==> src/rtl/pipe_pkg.sv <==
// Shared types for the pipe_stage_reg skid-buffered pipeline register.
// Perf counters are enabled by defining PIPE_STAGE_PERF_EN.
package pipe_pkg;

  typedef enum logic [1:0] {
    EMPTY = 2'd0,
    ONE   = 2'd1,
    TWO   = 2'd2
  } state_e;

  localparam int PERF_W_DEF = 16;

endpackage

==> src/rtl/pipe_stage_if.sv <==
// Valid/ready handshake bundle between upstream, stage and downstream.
// Perf counters are enabled by defining PIPE_STAGE_PERF_EN.
interface pipe_stage_if #(
  parameter int DATA_W = 32
) ();

  logic              in_valid_i;
  logic              in_ready_o;
  logic [DATA_W-1:0] in_data_i;
  logic              out_valid_o;
  logic              out_ready_i;
  logic [DATA_W-1:0] out_data_o;

  modport master (
    input  in_valid_i,
    input  in_data_i,
    input  out_ready_i,
    output in_ready_o,
    output out_valid_o,
    output out_data_o
  );

  modport slave (
    output in_valid_i,
    output in_data_i,
    output out_ready_i,
    input  in_ready_o,
    input  out_valid_o,
    input  out_data_o
  );

endinterface

==> src/rtl/pipe_perf_cnt.sv <==
// Saturating event counter; sticks at all-ones instead of wrapping.
// Only instantiated when PIPE_STAGE_PERF_EN is defined.
module pipe_perf_cnt
  import pipe_pkg::*;
#(
  parameter int PERF_W = PERF_W_DEF
) (
  input  logic              clk_i,
  input  logic              rst_n_i,
  input  logic              inc_i,
  input  logic              clr_i,
  output logic [PERF_W-1:0] cnt_o
);

  logic [PERF_W-1:0] cnt_d;
  logic [PERF_W-1:0] cnt_q;

  always_comb begin
    cnt_d = cnt_q;
    if (clr_i) begin
      cnt_d = '0;
    end else if (inc_i && (cnt_q != '1)) begin
      cnt_d = cnt_q + PERF_W'(1);
    end
  end

  always_ff @(posedge clk_i or negedge rst_n_i) begin
    if (!rst_n_i) begin
      cnt_q <= '0;
    end else begin
      cnt_q <= cnt_d;
    end
  end

  assign cnt_o = cnt_q;

endmodule

==> src/rtl/pipe_stage_reg.sv <==
// Two-entry skid pipeline register with flush and optional perf counters.
// Perf counters are enabled by defining PIPE_STAGE_PERF_EN.
module pipe_stage_reg
  import pipe_pkg::*;
#(
  parameter int DATA_W        = 32,
  parameter int ZERO_ON_FLUSH = 1,
  parameter int PERF_W        = PERF_W_DEF
) (
  input  logic              clk_i,
  input  logic              rst_n_i,
  input  logic              flush_i,
  pipe_stage_if.master      bus,
  output logic [PERF_W-1:0] stall_cnt_o,
  output logic [PERF_W-1:0] flush_cnt_o
);

  state_e            state_d, state_q;
  logic [DATA_W-1:0] main_d, main_q;
  logic [DATA_W-1:0] skid_d, skid_q;
  logic              in_ready_d, in_ready_q;
  logic              out_valid_d, out_valid_q;
  logic              accept;
  logic              emit;

  assign accept = bus.in_valid_i & in_ready_q;
  assign emit   = out_valid_q & bus.out_ready_i;

  always_comb begin
    state_d = state_q;
    main_d  = main_q;
    skid_d  = skid_q;
    if (flush_i) begin
      state_d = EMPTY;
      if (ZERO_ON_FLUSH != 0) begin
        main_d = '0;
        skid_d = '0;
      end
    end else begin
      unique case (state_q)
        EMPTY: begin
          if (accept) begin
            state_d = ONE;
            main_d  = bus.in_data_i;
          end
        end
        ONE: begin
          unique case (1'b1)
            (accept && emit): main_d = bus.in_data_i;
            (accept && !emit): begin
              state_d = TWO;
              skid_d  = bus.in_data_i;
            end
            (!accept && emit): state_d = EMPTY;
            default: ;
          endcase
        end
        TWO: begin
          if (emit) begin
            state_d = ONE;
            main_d  = skid_q;
          end
        end
        default: state_d = EMPTY;
      endcase
    end
    // Handshake flags are registered copies of the next-state decode
    in_ready_d  = (state_d != TWO);
    out_valid_d = (state_d != EMPTY);
  end

  always_ff @(posedge clk_i or negedge rst_n_i) begin
    if (!rst_n_i) begin
      state_q     <= EMPTY;
      main_q      <= '0;
      skid_q      <= '0;
      in_ready_q  <= 1'b0;
      out_valid_q <= 1'b0;
    end else begin
      state_q     <= state_d;
      main_q      <= main_d;
      skid_q      <= skid_d;
      in_ready_q  <= in_ready_d;
      out_valid_q <= out_valid_d;
    end
  end

  assign bus.in_ready_o  = in_ready_q;
  assign bus.out_valid_o = out_valid_q;
  assign bus.out_data_o  = main_q;

`ifdef PIPE_STAGE_PERF_EN
  logic stall_inc;
  logic flush_inc;

  assign stall_inc = out_valid_q & ~bus.out_ready_i;
  assign flush_inc = flush_i & out_valid_q;

  pipe_perf_cnt #(
    .PERF_W(PERF_W)
  ) u_stall_cnt (
    .clk_i  (clk_i),
    .rst_n_i(rst_n_i),
    .inc_i  (stall_inc),
    .clr_i  (1'b0),
    .cnt_o  (stall_cnt_o)
  );

  pipe_perf_cnt #(
    .PERF_W(PERF_W)
  ) u_flush_cnt (
    .clk_i  (clk_i),
    .rst_n_i(rst_n_i),
    .inc_i  (flush_inc),
    .clr_i  (1'b0),
    .cnt_o  (flush_cnt_o)
  );
`else
  assign stall_cnt_o = '0;
  assign flush_cnt_o = '0;
`endif

endmodule
==> src/flat_wrapper.sv <==
// flat-port wrapper written by rule: the top's interface ports become plain ports
module pipe_stage_reg_flat import pipe_pkg::*;
#(
  parameter int DATA_W        = 32,
  parameter int ZERO_ON_FLUSH = 1,
  parameter int PERF_W        = PERF_W_DEF
)
  (clk_i, rst_n_i, flush_i, stall_cnt_o, flush_cnt_o, bus_in_valid_i, bus_in_data_i, bus_out_ready_i, bus_in_ready_o, bus_out_valid_o, bus_out_data_o);
  pipe_stage_if #(.DATA_W(DATA_W)) bus_i ();
  input  logic clk_i;
  input  logic rst_n_i;
  input  logic flush_i;
  output logic [PERF_W-1:0] stall_cnt_o;
  output logic [PERF_W-1:0] flush_cnt_o;
  input wire logic [$bits(bus_i.in_valid_i)-1:0] bus_in_valid_i;
  input wire logic [$bits(bus_i.in_data_i)-1:0] bus_in_data_i;
  input wire logic [$bits(bus_i.out_ready_i)-1:0] bus_out_ready_i;
  output wire logic [$bits(bus_i.in_ready_o)-1:0] bus_in_ready_o;
  output wire logic [$bits(bus_i.out_valid_o)-1:0] bus_out_valid_o;
  output wire logic [$bits(bus_i.out_data_o)-1:0] bus_out_data_o;
  assign bus_i.in_valid_i = bus_in_valid_i;
  assign bus_i.in_data_i = bus_in_data_i;
  assign bus_i.out_ready_i = bus_out_ready_i;
  assign bus_in_ready_o = bus_i.in_ready_o;
  assign bus_out_valid_o = bus_i.out_valid_o;
  assign bus_out_data_o = bus_i.out_data_o;
  pipe_stage_reg #(.DATA_W(DATA_W), .ZERO_ON_FLUSH(ZERO_ON_FLUSH), .PERF_W(PERF_W)) u_core (.clk_i(clk_i), .rst_n_i(rst_n_i), .flush_i(flush_i), .bus(bus_i), .stall_cnt_o(stall_cnt_o), .flush_cnt_o(flush_cnt_o));
endmodule
==> config.mk <==
export PLATFORM = sky130hd
export DESIGN_NAME = pipe_stage_reg_flat
export DESIGN_NICKNAME = d
export VERILOG_FILES = /design/src/rtl/pipe_pkg.sv /design/src/rtl/pipe_stage_if.sv /design/src/rtl/pipe_perf_cnt.sv /design/src/rtl/pipe_stage_reg.sv /design/src/flat_wrapper.sv
export SDC_FILE = /design/constraint.sdc
export NUM_CORES = 1
export LEC_CHECK = 0
export BUFFER_PORTS_ARGS = -buffer_cell sky130_fd_sc_hd__buf_2
export CAP_MARGIN = 15
export CORE_UTILIZATION = 37
export DETAILED_ROUTE_END_ITERATION = 12
export GPL_TIMING_DRIVEN = 0
export SYNTH_ARGS = -nofsm -noshare
export SYNTH_HDL_FRONTEND = slang
export SYNTH_HIERARCHICAL = 1
export SYNTH_SLANG_ARGS = --single-unit
==> constraint.sdc <==
create_clock -name clk_i -period 2.34 [get_ports clk_i]
set_clock_uncertainty 0.15 [all_clocks]
set_input_delay 0.117 -clock clk_i [delete_from_list [all_inputs] [get_ports clk_i]]
set_output_delay 0.117 -clock clk_i [all_outputs]
set_load 0.02 [all_outputs]
==> metrics.cfg, run 1 <==
[timing]
hold_viol_final=0
fin_ws_ps=218
worst_pin_slew_ps=894
rsz0062_at_grt=false
finalCriticalPeriod_ps=2120
slew_viol_final=0
setup_viol=0
slew_headroom_pct=40.4
max_freq_mhz=471
finalCritPeriodShare_pct=90.7
setup-tns-final_ps=0

[cells_and_area]
area_growth_pct=32.8
drive_gt1_share_pct=33.8
antenna_cells=0
num-fill-cells=885
num-nets-final=536

[route]
route.vias.total=2982
ant_nets=0
first_pass_iters=4
drt-vias-per-instance=4.74
wl_per_cell_um=14.3
drc=0
wl_mm=8.97
drt_iter0_drc=120

[placed_design]
io_buffer_count=70
gp_congestion=0.783
dp_slack_ps=237
dpl.hpwl_mm=5.79

[global_routing]
grt_pass1_vias=2890
grt_usage_pct=18.5
antenna_found_initial=0
grt_max_degree=69
overflow=0
grt_first_pass_wirelength_mm=14.3

[power]
p_leak_nw=2.16
power.density_mw_per_mm2=809
peakVddDrop_mv=0.399

[logic_synthesis]
synthCells=349
yosys.cell_types.count=27
synth_top_area_share_pct=47.7
ys_seq_area_share_pct=47.7
synth_area_mm2=0.00357
yosysTopAreaCell=dfrtp_1
synth-seq-cells=68
synth_area_per_cell_um2=10.2
synth_warnings=6
synthTopCellsByArea=dfrtp_1 (48%), a211oi_2 (11%), a21oi_1 (9.1%)

[floorplan]
num_rows=35
io_pins=103
coreArea_mm2=0.00928
die_y_um=100
dieArea_mm2=0.0100
start_util_pct=38.5
die_x_um=100

[worst_setup_path]
cp_cell_sequence=inv_1 > ha_1 > nand4_1 > o221a_2 > or4b_1
worstSetupPathType=reg -> reg
crit_path_end_kind=register
path_max_fanout=6
required_ps=2380
crit_path_max_incr_delay_ps=480
path_buf_inv=1
critPathLaunchType=register
crit_family=simple AND/OR/NAND/NOR gates
cp.arrival_ps=2160
crit_slowest_cell=or4b_1

[clock_tree]
cts_tree=built
path_clk_slew_ps=70
cts_buffer_depth=2
numCtsBuffers=9
htree_levels=3
root_buffer=clkbuf_8
clk_latency_ps=330
postCtsSetupBuffers=0
clock-sinks=68

[run_status]
status=finished, final reports clean

[hold_path]
hp-class=in -> reg

[flow_run]
drv_cap=0

-- final cells by class --
type | instances | area, um2 | share of cell area (%)
plain buffers | 60 | 390 | 8.23
clock buffers | 10 | 138 | 2.90
clock inverters | 6 | 63.8 | 1.35
inverters | 2 | 7.51 | 0.158
multi-input cells | 250 | 1590 | 33.5
flip-flops and latches | 68 | 1700 | 35.9
well taps | 129 | 161 | 3.40
repair buffers | 104 | 693 | 14.6
-- cell families (layout without fill, tap and decap cells) --
logic type,after synthesis,after routing,share of synthesized area (%)
xor gates and xnor gates,1,1,0.245
and+or+nand+nor,78,78,8.97
buffers and inverters,62,182,11.1
muxes,32,32,8.97
DFF,68,68,47.7
other,1,32,0.105
AOI/OAI and AO/OA,103,103,21.5
adders and majority gates,4,4,1.40
-- layout by cell type (no fill, tap or decap), types with 11 or more instances in the layout --
| master | instances |
|---|---|
| buf_4 | 35 |
| buf_2 | 81 |
| dfrtp_1 | 68 |
| a21oi_1 | 65 |
| mux2i_1 | 32 |
| dlygate4sd3_1 | 34 |
| conb_1 | 32 |
| a211oi_2 | 30 |
| nand2_1 | 66 |
| clkbuf_1 | 11 |
-- worst register-to-register path, stage by stage, from the launching register on --
cell	delay [ps]
dfrtp_1	420
inv_1	120
ha_1	280
nand4_1	300
o221a_2	250
or4b_1	480
-- metal layers --
metal | global-route usage (%) | up-vias | wire [um]
met4 | 7.13 | 0 | 116
li1 | - | 1443 | -
met3 | 3.48 | 9 | 447
met5 | 0 | - | 0
met1 | 23.8 | 1428 | 4060
met2 | 30.8 | 102 | 4340
-- what timing repair did --
item / in CTS / in global routing
hold buffers: 34 / 0
gates resized for setup: 0 / 0
hold endpoints to repair: 108 / 0
-- registers in the layout, summed over array words and instances (netlist names) --
signal and count:
u_core/bus.out_valid_o 1, u_core/skid_q 32, u_core/bus.out_data_o 32, u_core/bus.in_ready_o 1, u_core/state_q 2
-- metrics by stage --
| step | hold WS, ps | utilization [%] | cell area, um2 | instances | total power, mW |
|---|---|---|---|---|---|
| after floorplan | -329 | - | 3690 | 380 | 2.44 |
| after global routing | 191 | 51.1 | 4740 | 629 | 4.06 |
| after global placement | 213 | 45.2 | 4200 | 579 | 2.81 |
| after detailed placement | 149 | 45.2 | 4200 | 579 | 2.84 |
| final | 152 | 51.1 | 4740 | 629 | 3.84 |
| after CTS | 145 | 51.1 | 4740 | 629 | 3.87 |
-- worst paths after layout --
| kind | from | endpoint | slack [ps] | depth (start not counted) |
|---|---|---|---|---|
| worst min-delay path | bus_out_ready_i | u_core/state_q[0] | 150 | 5 |
| min in group asynchronous | rst_n_i | u_core/bus.out_data_o[23] | 290 | 2 |
| worst max register to register | u_core/state_q[1] | u_core/bus.in_ready_o | 220 | 5 |
| worst min register to register | u_core/skid_q[22] | u_core/skid_q[22] | 370 | 2 |
| worst max-delay path | u_core/state_q[1] | u_core/bus.in_ready_o | 220 | 5 |
| max in group asynchronous | rst_n_i | u_core/bus.out_data_o[15] | 1140 | 2 |
-- cells in the mapped netlist, drive strengths merged --
master and count:
ha 4, nand2 67, a22oi 1, mux2i 32
nand3 3, o221a 1, a21oi 66, and2 1
nor3 2, clkbuf 11, dfrtp 68, nor2 1
inv 2, o21ai 1, a211oi 33, or4b 1
conb 1, a31oi 1, and4 1, xnor2 1
buf 49, nand4 2
-- report_power, final --
| group | switching, mW | total [mW] | leakage (nW) | internal [mW] |
|---|---|---|---|---|
| Clock | 0.458 | 0.977 | 0.0983 | 0.519 |
| Combinational | 0.866 | 1.40 | 1.16 | 0.538 |
| Sequential | 0.103 | 1.45 | 0.910 | 1.35 |
No activity file was read; power rests on OpenSTA's default activity.
==> run 2: changes to the inputs <==
--- a/config.mk
+++ b/config.mk
@@ -7,9 +7,13 @@
 export LEC_CHECK = 0
 export BUFFER_PORTS_ARGS = -buffer_cell sky130_fd_sc_hd__buf_2
 export CAP_MARGIN = 15
+export CELL_PAD_IN_SITES_DETAIL_PLACEMENT = 1
+export CELL_PAD_IN_SITES_GLOBAL_PLACEMENT = 1
 export CORE_UTILIZATION = 37
 export DETAILED_ROUTE_END_ITERATION = 12
 export GPL_TIMING_DRIVEN = 0
+export PLACE_DENSITY_LB_ADDON = 0.1
+export REMOVE_ABC_BUFFERS = 1
 export SYNTH_ARGS = -nofsm -noshare
 export SYNTH_HDL_FRONTEND = slang
 export SYNTH_HIERARCHICAL = 1
==> run 2 against run 1 <==
Sequential cell count stayed put. Count of clock-buffer cells in the layout grew 1. Sequential power barely moved. Global-route usage up 1.3 points. First-iteration DRC count shrank 22%. Largest power group is now combinational logic. Non-clock buffer count fell by 48. Die area stayed put. Critical endpoint unchanged. Register-to-register slack worse by 120 ps. Final cell count fell by 7.6%. Worst setup slack lost 120 ps. Wire length up 6.7%. Core utilization fell by 0.86 points.
==> metrics.cfg, run 2 (synthesis results as in run 1) <==
[timing]
max_freq_mhz=447  ; was 471 MHz
rsz0062_at_grt=false  ; unchanged
setup-tns-final_ps=0  ; unchanged
slew_viol_final=0  ; unchanged
slew_headroom_pct=39.8  ; was 40.4%
fin_ws_ps=101  ; was 218 ps
hold_viol_final=0  ; unchanged
setup_viol=0  ; unchanged
worst_pin_slew_ps=903  ; was 894 ps
finalCritPeriodShare_pct=95.7  ; was 90.7%
finalCriticalPeriod_ps=2240  ; was 2120 ps

[power]
p_total_mw=4.10  ; was 3.84 mW
p_leak_nw=2.02  ; was 2.16 nW
power.density_mw_per_mm2=879  ; was 809 mW/mm2
peakVddDrop_mv=0.417  ; was 0.399 mV

[clock_tree]
numCtsBuffers=9  ; unchanged
cts_tree=built  ; unchanged
htree_levels=3  ; unchanged
clk_latency_ps=340  ; was 330 ps
clock-sinks=68  ; unchanged
cts_buffer_depth=2  ; unchanged
path_clk_slew_ps=80  ; was 70 ps
root_buffer=clkbuf_8  ; unchanged

[worst_setup_path]
worstSetupPathType=reg -> reg  ; unchanged
path_max_fanout=14  ; was 6
crit_slowest_cell=or4b_1  ; unchanged
crit_path_max_incr_delay_ps=470  ; was 480 ps
crit_path_start=u_core/state_q[1]  ; unchanged
r2r_slack_ps=100  ; was 220 ps
r2r_cells=7  ; was 5
cp_cell_sequence=inv_2 > ha_4 > a22oi_2 > buf_4 > buf_8 > o221a_2 > or4b_1  ; was inv_1 > ha_1 > nand4_1 > o221a_2 > or4b_1
rr_endpoint=u_core/bus.in_ready_o  ; unchanged
cp.arrival_ps=2300  ; was 2160 ps
rr_startpoint=u_core/state_q[1]  ; unchanged
cp-endpoint=u_core/bus.in_ready_o  ; unchanged
required_ps=2400  ; was 2380 ps
critPathLaunchType=register  ; unchanged
crit_path_end_kind=register  ; unchanged

[global_routing]
antenna_found_initial=0  ; unchanged
grt_pass1_vias=2884  ; was 2,890
overflow=0  ; unchanged
grt_first_pass_wirelength_mm=15.2  ; was 14.3 mm
grt_usage_pct=19.8  ; was 18.5%
grt_max_degree=69  ; unchanged

[placed_design]
dp_slack_ps=-778  ; was 237 ps
dpl.hpwl_mm=5.99  ; was 5.79 mm
gp_congestion=0.660  ; was 0.783
io_buffer_count=70  ; unchanged

[floorplan]
io_pins=103  ; unchanged
coreArea_mm2=0.00928  ; unchanged
die_x_um=100  ; unchanged
dieArea_mm2=0.0100  ; unchanged
start_util_pct=38.5  ; unchanged
num_rows=35  ; unchanged
die_y_um=100  ; unchanged

[run_status]
status=finished, final reports clean  ; unchanged

[hold_path]
hp-class=in -> async  ; was in -> reg

[cells_and_area]
num-nets-final=488  ; was 536
area_growth_pct=30.6  ; was 32.8%
drive_gt1_share_pct=31.2  ; was 33.8%
layout_commonest_cell=buf_2  ; unchanged
mostFrequentLayoutCells=buf_2 (68), dfrtp_1 (67), nand2_1 (66)  ; was buf_2 (81), dfrtp_1 (68), nand2_1 (66)
antenna_cells=0  ; unchanged

[route]
drc=0  ; unchanged
first_pass_iters=4  ; unchanged
wl_per_cell_um=16.5  ; was 14.3 um
wl_mm=9.57  ; was 8.97 mm
drt_iter0_drc=94  ; was 120
drt-vias-per-instance=4.89  ; was 4.74
route.vias.total=2841  ; was 2,982
ant_nets=0  ; unchanged

[flow_run]
drv_cap=0  ; unchanged

run 2: stage by stage:
stage / util, % / instance area [um2] / hold slack, ps / instances
after global placement: 41.0 / 3810 / 215 / 519
final: 50.2 / 4660 / 107 / 581
after floorplan: - / 3300 / -329 / 320
after CTS: 49.7 / 4620 / 103 / 580
after detailed placement: 43.2 / 4020 / -48.6 / 528
after global routing: 50.2 / 4660 / 140 / 581
run 2: final cells by class:
type / instances / area, um2
clock buffer: 11 / 151
clock inverter: 5 / 83.8
fill: 1071 / 4620
inverter: 2 / 7.51
multi-input combinational: 250 / 1640
sequential: 68 / 1700
tap: 129 / 161
timing repair buffer: 116 / 920
run 2: how the worst min path moves through the flow:
stage                      start                        end
4_1_cts                  rst_n_i   u_core/bus.out_data_o[3]
6_report                 rst_n_i  u_core/bus.out_data_o[16]
5_1_grt                  rst_n_i   u_core/bus.out_data_o[1]
3_5_place_dp             rst_n_i   u_core/bus.out_data_o[1]
2_1_floorplan            rst_n_i      u_core/bus.in_ready_o
3_3_place_gp   bus_in_data_i[24]          u_core/skid_q[24]
run 2: what timing repair did:
action / 4_1_cts / 5_1_grt
pin swaps: 1 / 1
hold endpoints to repair: 118 / 0
endpoints found under the setup margin: 35 / 19
setup buffers: 3 / 1
resized for setup: 4 / 6
hold buffers: 33 / 0
run 2: critical path, delay by kind of cell, from the launching register on:
kind	cells	cell delay, ps
flops	1	450
buf+inv	3	520
simple gates	1	470
compound gates	2	360
fa+ha+maj	1	170
run 2: power by group:
group	switching, mW	internal [mW]	leakage [nW]	total, mW
clock network	0.467	0.660	0.112	1.13
registers	0.107	1.35	0.908	1.46
logic	0.909	0.600	1.00	1.51
total	1.48	2.61	2.02	4.10
run 2: routing by layer:
layer / up-vias / part of all wire (%) / global-route usage, %
met5: - / 0 / 0
met4: 0 / 0.62 / 5.69
met3: 7 / 4.4 / 4.25
met2: 78 / 50 / 32.9
met1: 1411 / 45 / 26.1
li1: 1345 / - / -
